<file path="src/rtl/vga_timing_gen.sv">
// VGA raster timing generator: pixel/line counters, syncs, blank,
// line/frame strobes and a free-running frame counter.
module vga_timing_gen #(
    parameter int unsigned H_VISIBLE = 640,
    parameter int unsigned H_FRONT   = 16,
    parameter int unsigned H_SYNC    = 96,
    parameter int unsigned H_BACK    = 48,
    parameter int unsigned V_VISIBLE = 480,
    parameter int unsigned V_FRONT   = 10,
    parameter int unsigned V_SYNC    = 2,
    parameter int unsigned V_BACK    = 33,
    parameter bit          HS_POL    = 1'b0,
    parameter bit          VS_POL    = 1'b0
) (
    input  logic        vga_clk,
    input  logic        reset,
    input  logic        clk_en,
    output logic [9:0]  DrawX,
    output logic [9:0]  DrawY,
    output logic        hs,
    output logic        vs,
    output logic        blank,
    output logic        line_start,
    output logic        frame_start,
    output logic [15:0] frame_count
);

    localparam int unsigned H_TOTAL = H_VISIBLE + H_FRONT + H_SYNC + H_BACK;
    localparam int unsigned V_TOTAL = V_VISIBLE + V_FRONT + V_SYNC + V_BACK;

    // Counters are 10 bits wide, so neither total may exceed 1024.
    generate
        if (H_TOTAL > 1024 || V_TOTAL > 1024) begin : g_bad_timing
            $error("vga_timing_gen: H_TOTAL/V_TOTAL must be <= 1024");
        end
    endgenerate

    localparam logic [10:0] H_LAST = 11'(H_TOTAL - 1);
    localparam logic [10:0] V_LAST = 11'(V_TOTAL - 1);
    localparam logic [10:0] H_VIS  = 11'(H_VISIBLE);
    localparam logic [10:0] V_VIS  = 11'(V_VISIBLE);
    localparam logic [10:0] HS_BEG = 11'(H_VISIBLE + H_FRONT);
    localparam logic [10:0] HS_END = 11'(H_VISIBLE + H_FRONT + H_SYNC);
    localparam logic [10:0] VS_BEG = 11'(V_VISIBLE + V_FRONT);
    localparam logic [10:0] VS_END = 11'(V_VISIBLE + V_FRONT + V_SYNC);

    logic        h_end;
    logic        v_end;
    logic [9:0]  x_nxt;
    logic [9:0]  y_nxt;
    logic [10:0] x_ext;
    logic [10:0] y_ext;
    logic        hs_act;
    logic        vs_act;
    logic        vis_nxt;

    // Next raster position and the levels that describe it, so that the
    // registered levels always match the registered counters.
    always_comb begin
        h_end   = ({1'b0, DrawX} == H_LAST);
        v_end   = ({1'b0, DrawY} == V_LAST);
        x_nxt   = h_end ? 10'd0 : DrawX + 10'd1;
        y_nxt   = DrawY;
        if (h_end) begin
            y_nxt = v_end ? 10'd0 : DrawY + 10'd1;
        end
        x_ext   = {1'b0, x_nxt};
        y_ext   = {1'b0, y_nxt};
        hs_act  = (x_ext >= HS_BEG) && (x_ext < HS_END);
        vs_act  = (y_ext >= VS_BEG) && (y_ext < VS_END);
        vis_nxt = (x_ext < H_VIS) && (y_ext < V_VIS);
    end

    // Raster state: advance on clk_en, hold otherwise; strobes last one
    // enabled cycle and are cleared whenever the raster is not advancing.
    always_ff @(posedge vga_clk) begin
        if (reset) begin
            DrawX       <= 10'd0;
            DrawY       <= 10'd0;
            hs          <= ~HS_POL;
            vs          <= ~VS_POL;
            blank       <= 1'b1;
            line_start  <= 1'b0;
            frame_start <= 1'b0;
            frame_count <= 16'd0;
        end else if (clk_en) begin
            DrawX       <= x_nxt;
            DrawY       <= y_nxt;
            hs          <= hs_act ? HS_POL : ~HS_POL;
            vs          <= vs_act ? VS_POL : ~VS_POL;
            blank       <= vis_nxt;
            line_start  <= h_end;
            frame_start <= h_end && v_end;
            if (h_end && v_end) begin
                frame_count <= frame_count + 16'd1;
            end
        end else begin
            line_start  <= 1'b0;
            frame_start <= 1'b0;
        end
    end

endmodule

</file>
<file path="config.mk">
export PLATFORM = sky130hd
export DESIGN_NAME = vga_timing_gen
export DESIGN_NICKNAME = d
export VERILOG_FILES = /design/src/rtl/vga_timing_gen.sv
export SDC_FILE = /design/constraint.sdc
export NUM_CORES = 1
export LEC_CHECK = 0
export CORE_MARGIN = 2
export CORE_UTILIZATION = 32
export CTS_BUF_LIST = sky130_fd_sc_hd__clkbuf_8
export CTS_CLUSTER_DIAMETER = 50
export CTS_CLUSTER_SIZE = 12
export DETAILED_ROUTE_END_ITERATION = 16
export SYNTH_ARGS = -nofsm -noshare
export SYNTH_HDL_FRONTEND = slang
export SYNTH_SLANG_ARGS = --single-unit
</file>
<file path="constraint.sdc">
create_clock -name vga_clk -period 4.05 [get_ports vga_clk]
set_clock_uncertainty 0.15 [all_clocks]
set_input_delay 0.81 -clock vga_clk [delete_from_list [all_inputs] [get_ports vga_clk]]
set_output_delay 0.81 -clock vga_clk [all_outputs]
set_load 0.005 [all_outputs]
</file>
-- Yosys cells after proc, flatten, opt, wreduce, memory -nomap -nowiden
Index checks and enable logic that the tools add are counted.
- $add $sub $neg: 3
- $mul: 0
- divide/modulo/power cells: 0
- $lt $le $gt $ge: 6
- eq/ne operators: 2
- shifts and indexed selects: 0
- multiplexer cells: 5
- bitwise gates (word level): 1
- reductions and logical operators: 6
- operator list (kind ; count):
    2-to-1 mux 10 bit ; 3
    adder 10 x 1 -> 10 bit, second input constant ; 2
    equality test 10 bit, second input constant ; 2
    less-than comparator 10 bit, second input constant ; 2
    less-than comparator 10 x 9 -> 1 bit, second input constant ; 2
    adder 16 x 1 -> 16 bit, second input constant ; 1
    >= comparator 10 bit, second input constant ; 1
    >= comparator 10 x 9 -> 1 bit, second input constant ; 1
    logical AND 1 bit ; 4
    2-to-1 mux 1 bit ; 2
    AND reduction 2 bit ; 1
    OR reduction 2 bit ; 1
    NOT 1 bit ; 1
- flip-flop bits (word level): 41
- bits in latches: 0
- bits in writable memories: 0
- memory bits (read-only): 0
- input port bits: 3
- output and inout port bits: 41
- logic and storage cells: 31
- memories: 0

-- Depth between registers and ports, before layout
Gate-level depths: netlist of the first run.
- depth in word-level cells: 6
- gate-level depth with buffers: 8

-- Worst setup path before layout of the first run
OpenSTA, ideal clock, no wires.
- path type: input port to flip-flop
- from: input clk_en
- to: register DrawY[4]
- library setup time: 0.128 ns
- arrival: 1.987 ns
- required time: 3.772 ns
- slack: 1.785 ns
- stages on the path: 6
- path buffers: 1
- cell sequence: buf_4 -> clkinv_1 -> nor4_4 -> nand4_1 -> mux2i_1 -> nor2_1
- RTL lines (what ; RTL line ; source):
    start: declaration ; 17 ; input logic clk_en,
    end signal: assignment ; 88 ; DrawY <= y_nxt;
    end: declaration ; 19 ; output logic [9:0] DrawY,

==> results of run 1 <==
-- per-stage QoR --
stage          cells  worst slack [ns]  area (um2)   util  hold slack [ns]
2_1_floorplan    288              1.79        2520      -            0.313
3_3_place_gp     416             0.977        2910  0.378            0.332
3_5_place_dp     416             0.865        2910  0.378            0.343
4_1_cts          424              1.16        3000  0.390            0.370
5_1_grt          424              1.01        3000  0.390            0.403
6_report         424              1.17        3000  0.390            0.360
-- Yosys cell counts (5+ instances only) --
library cell	number
inv_1	11
dfxtp_1	41
nand2_1	17
nand3_1	14
nand4_1	11
a21oi_1	16
and3_1	7
clkbuf_1	7
xnor2_1	15
nor2_1	39
o21ai_0	8
ha_1	5
nor4_1	5
nor3_1	11
-- worst min-delay path, cell delays in order, from the launching register on --
cell and delay, ns:
dfxtp_1 0.35, a21oi_1 0.07, o31ai_1 0.06
-- cells by family (layout without fill, tap and decap cells) --
kind of cell / Yosys count / count (layout) / share of synthesized area
mux: 5 / 5 / 0.0219
buf+inv: 32 / 66 / 0.0939
fa+ha+maj: 5 / 5 / 0.0248
simple gates: 134 / 134 / 0.326
flops: 41 / 41 / 0.326
compound gates: 52 / 52 / 0.141
xor+xnor: 19 / 19 / 0.0661
-- flip-flops by register name, summed over array words and instances, names as in the netlist --
name	cells
DrawX	10
DrawY	10
blank	1
frame_count	16
frame_start	1
hs	1
line_start	1
vs	1
-- cell usage in the layout (no fill, tap or decap), types with 7 or more instances in the layout --
cell	count
dfxtp_1	41
and3_1	7
nor2_1	39
clkdlybuf4s50_1	43
inv_1	11
xnor2_1	15
a21oi_1	16
nand2_1	17
nand3_1	14
o21ai_0	8
nand4_1	11
nor3_1	11
-- report_power, final --
group | switching (W) | internal [W] | leakage [nW]
clock | 0.000162 | 0.000126 | 0.0452
sequential | 0.00000455 | 0.000406 | 0.331
combinational | 0.0000175 | 0.0000130 | 0.655
-- final timing paths --
check | start | end | slack (ns) | depth (start not counted)
max | clk_en | DrawY[4] | 1.17 | 7
min | blank | blank | 0.36 | 2
max reg2reg | DrawX[0] | frame_count[7] | 1.58 | 6
min reg2reg | blank | blank | 0.36 | 2
-- cell type report --
type	count	share of cell area
multi-input combinational	215	0.487
sequential	41	0.273
timing repair buffer	46	0.151
tap	102	0.0425
clock buffer	5	0.0229
inverter	12	0.0150
clock inverter	3	0.00834
-- per-layer routing --
layer | GRT usage | share of wire | vias to the layer above
li1 | - | - | 1110
met1 | 0.200 | 0.49 | 1035
met2 | 0.230 | 0.47 | 52
met3 | 0.0269 | 0.037 | 4
met4 | 0.0343 | 0.0081 | 0
met5 | 0 | 0 | -
==> flow_summary.ini, run 1 <==
[finish]
n_fill_cell = 817
nNetsFinal = 329
syn_to_final_growth_pct = 19.2
multi_input_area_um2 = 1460
register_area_um2 = 821
drive_gt1_frac = 0.0932
num_antenna_cells = 0

[detailed_routing]
wl_per_cell_um = 13.9
antenna_left = 0
drt_iter0_markers = 70
totalWireLength_um = 5900
dr.pass1.iters = 4
vias_per_cell = 5.19
vias = 2201
drcViolationCount = 0

[die]
coreArea_um2 = 7690
num_rows = 32
die_x_um = 92.7
dieArea_um2 = 8600
initial_utilization = 0.328
ios = 44
die_h_um = 92.7

[setup_path]
cp_cell_sequence = clkdlybuf4s50_1, buf_4, clkinv_1, nor4_4, nand4_1, mux2i_1, nor2_1
critPathLaunchType = input port
cp.arrival_ns = 2.88
worstPathMaxFanout = 16
required_ns = 4.05
critical_path.top_delay_family = buffers and inverters
timing.critical_path.slowest_stage_cell = nor4_4
crit_buf_inv = 3
worst-setup-path-type = input port to register
critPathMaxStageDelay_ns = 0.63
endpoint_kind = register

[flow_run]
drv_cap = 0

[logic_synthesis]
synth_cell_type_count = 59
ys_ff_latch = 41
synth.area.top_cells = dfxtp_1 (33%), nor2_1 (5.8%), xnor2_1 (5.2%)
ys_async_sr_fraction = 0
yosysTopAreaCell = dfxtp_1
synth_cells = 288
synth_area_um2 = 2520
ys_warn_count = 0
synthDominantCellAreaShare = 0.326
synth_edf_count = 0
synth_fp_nets = 296
ys_seq_area_frac = 0.326
ys.flop_type = dfxtp_1
avgSynthCellArea_um2 = 8.75

[timing]
fin_crit_ns = 2.88
hold_viol = 0
finalSetupViolations = 0
tightestPinTransition_ns = 1.12
slew_viol_final = 0
slew_headroom = 0.254
rsz0062_at_grt = no
fin_crit_sh = 0.711
finalSetupTns_ns = 0
fmax_mhz = 347

[grt]
grt.total_usage = 0.144
antenna_found_initial = 0
grt_pass1_vias = 2059
overflow = 0
grt_max_degree = 29
grt_pass1_wl_um = 10100

[cts]
htreeDepth = 2
cts_tree = yes
path_clk_slew_ns = 0.09
cts_root_buffer = clkbuf_8
cts.path.max_buffers = 2
post_cts_resized = 0
clock_sink_count = 41
insertion_delay_ns = 0.30
ctsHoldBuffers = 0
postCtsSetupBuffers = 0
cts_inserted_buffers = 5

[power_and_ir_drop]
p_total_w = 0.000728
power.density_nw_per_um2 = 243
vdd_drop_max_mv = 0.125
p_leak_nw = 1.03

[placement]
portBuffers = 43
dp_hpwl_um = 4120
gp_congestion = 0.753

[outcome]
status = finished clean

[worst_hold_path]
min-delay-path-class = register to register
(Power assumes the default switching activity.)
==> run 2, diff against run 1 <==
==> constraint.sdc (replaced) <==
create_clock -name vga_clk -period 2.65 [get_ports vga_clk]
set_clock_uncertainty 0.15 [all_clocks]
set_input_delay 0.53 -clock vga_clk [delete_from_list [all_inputs] [get_ports vga_clk]]
set_output_delay 0.53 -clock vga_clk [all_outputs]
set_load 0.005 [all_outputs]
==> run 2 against run 1 <==
  * Final cell count rose by 2.1%
  * Clock power rose by 82%
  * Wire length rose by 0.92%
  * Die area did not move
  * Sequential power rose by 53%
  * Highest routed layer unchanged
  * Largest power group unchanged
  * Non-clock buffer count rose by 9
  * Register-to-register slack got worse by 1.3 ns
  * Critical endpoint is now blank
  * Flip-flop and latch count did not move
  * Design area rose by 3.8%
  * First-iteration DRC count rose by 10%
  * Critical path depth did not move
==> flow_summary.ini, run 2 (synthesis gave the netlist of run 1 again) <==
[detailed_routing]
met2WireLength_um = 2760
totalWireLength_um = 5960
drcViolationCount = 0
wl_met3_um = 171
vias = 2201
topRoutingLayerUsed = met4
wl_met1_um = 2960
wl_per_cell_um = 13.8
vias_per_cell = 5.08
dr.pass1.iters = 4
drt_iter0_markers = 77
antenna_left = 0

[setup_path]
required_ns = 2.71
endpoint_kind = register
crit_path_start = DrawX[0]
r2r_cells = 7
critPathLaunchType = register
worstPathMaxFanout = 13
reg2reg_to = blank
crit_end = blank
rrSetupSlack_ns = 0.27
r2r_start = DrawX[0]
worst-setup-path-type = register to register
cp.arrival_ns = 2.44

[finish]
n_fill_cell = 820
num_antenna_cells = 0
final_common_cell = clkdlybuf4s50_1
nNetsFinal = 338
largest_reg_flops = 16
top_regs = frame_count: 16 flops, DrawX: 10 flops, DrawY: 10 flops
top_register = frame_count
fin_util = 0.405
syn_to_final_growth_pct = 23.7
drive_gt1_frac = 0.118
layout_common_cells = clkdlybuf4s50_1 (43), dfxtp_1 (41), nor2_1 (39)

[cts]
postCtsSetupBuffers = 0
post_cts_resized = 0
cts_root_buffer = clkbuf_8
insertion_delay_ns = 0.30
cts_inserted_buffers = 5
ctsHoldBuffers = 0
cts_tree = yes
path_clk_slew_ns = 0.08
clock_sink_count = 41
htreeDepth = 2
cts.path.max_buffers = 2

[timing]
fin_crit_sh = 0.897
finalSetupTns_ns = 0
tightestPinTransition_ns = 0.518
slew_headroom = 0.652
fmax_mhz = 421
slew_viol_final = 0
fin_crit_ns = 2.38
setup_ws_ns = 0.273
finalSetupViolations = 0
rsz0062_at_grt = no
hold_viol = 0

[die]
dieArea_um2 = 8600
coreArea_um2 = 7690
initial_utilization = 0.328
die_x_um = 92.7
num_rows = 32
die_h_um = 92.7
ios = 44

[flow_run]
drv_cap = 0

[power_and_ir_drop]
vdd_drop_max_mv = 0.240
power.density_nw_per_um2 = 386
p_leak_nw = 1.09

[outcome]
status = finished clean

[placement]
gp_congestion = 0.818
portBuffers = 43
pre_cts_ws_ns = 0.115
dp_hpwl_um = 4250

[grt]
grt_max_degree = 44
grt.total_usage = 0.145
grt_pass1_wl_um = 10100
antenna_found_initial = 0
grt_pass1_vias = 2088
overflow = 0

[worst_hold_path]
min-delay-path-class = register to register
[run 2: worst max-delay path, stage by stage (launching register included)]
cell,delay (ns)
dfxtp_1,0.46
ha_1,0.32
and4_4,0.31
nand4_4,0.20
buf_12,0.22
nor2_1,0.27
a31oi_1,0.10
o31ai_1,0.24
[run 2: stage by stage]
| stage | hold slack, ns | area, um2 | cells | power, W |
|---|---|---|---|---|
| detailed placement | 0.326 | 3000 | 425 | 0.000692 |
| global placement | 0.311 | 3000 | 425 | 0.000691 |
| global route | 0.372 | 3120 | 433 | 0.00125 |
| floorplan | 0.313 | 2520 | 288 | 0.000670 |
| finish | 0.345 | 3120 | 433 | 0.00120 |
| CTS | 0.346 | 3120 | 433 | 0.00122 |
[run 2: power by group]
part           switching, W  internal, W  total (W)
sequential       0.00000647     0.000620   0.000626
combinational     0.0000275    0.0000228  0.0000504
clock              0.000243     0.000282   0.000525
[run 2: per-layer routing]
metal  vias to the layer above  track usage
met5                         -            0
met4                         0       0.0331
met3                         5       0.0317
met2                        38        0.234
met1                      1037        0.199
li1                       1121            -
[run 2: layout make-up]
type | instances | area [um2] | area share
Multi-Input combinational cell | 215 | 1460 | 0.469
Sequential cell | 41 | 821 | 0.263
Tap cell | 102 | 128 | 0.0410
Clock inverter | 3 | 46.3 | 0.0149
Inverter | 12 | 45.0 | 0.0145
Clock buffer | 5 | 68.8 | 0.0221
Timing Repair Buffer | 55 | 546 | 0.175
[run 2: worst min path at each step]
stage / cells past startpoint / startpoint / to
2_1_floorplan: 2 / blank / blank
3_3_place_gp: 2 / blank / blank
3_5_place_dp: 2 / blank / blank
4_1_cts: 2 / blank / blank
5_1_grt: 2 / blank / blank
6_report: 2 / blank / blank
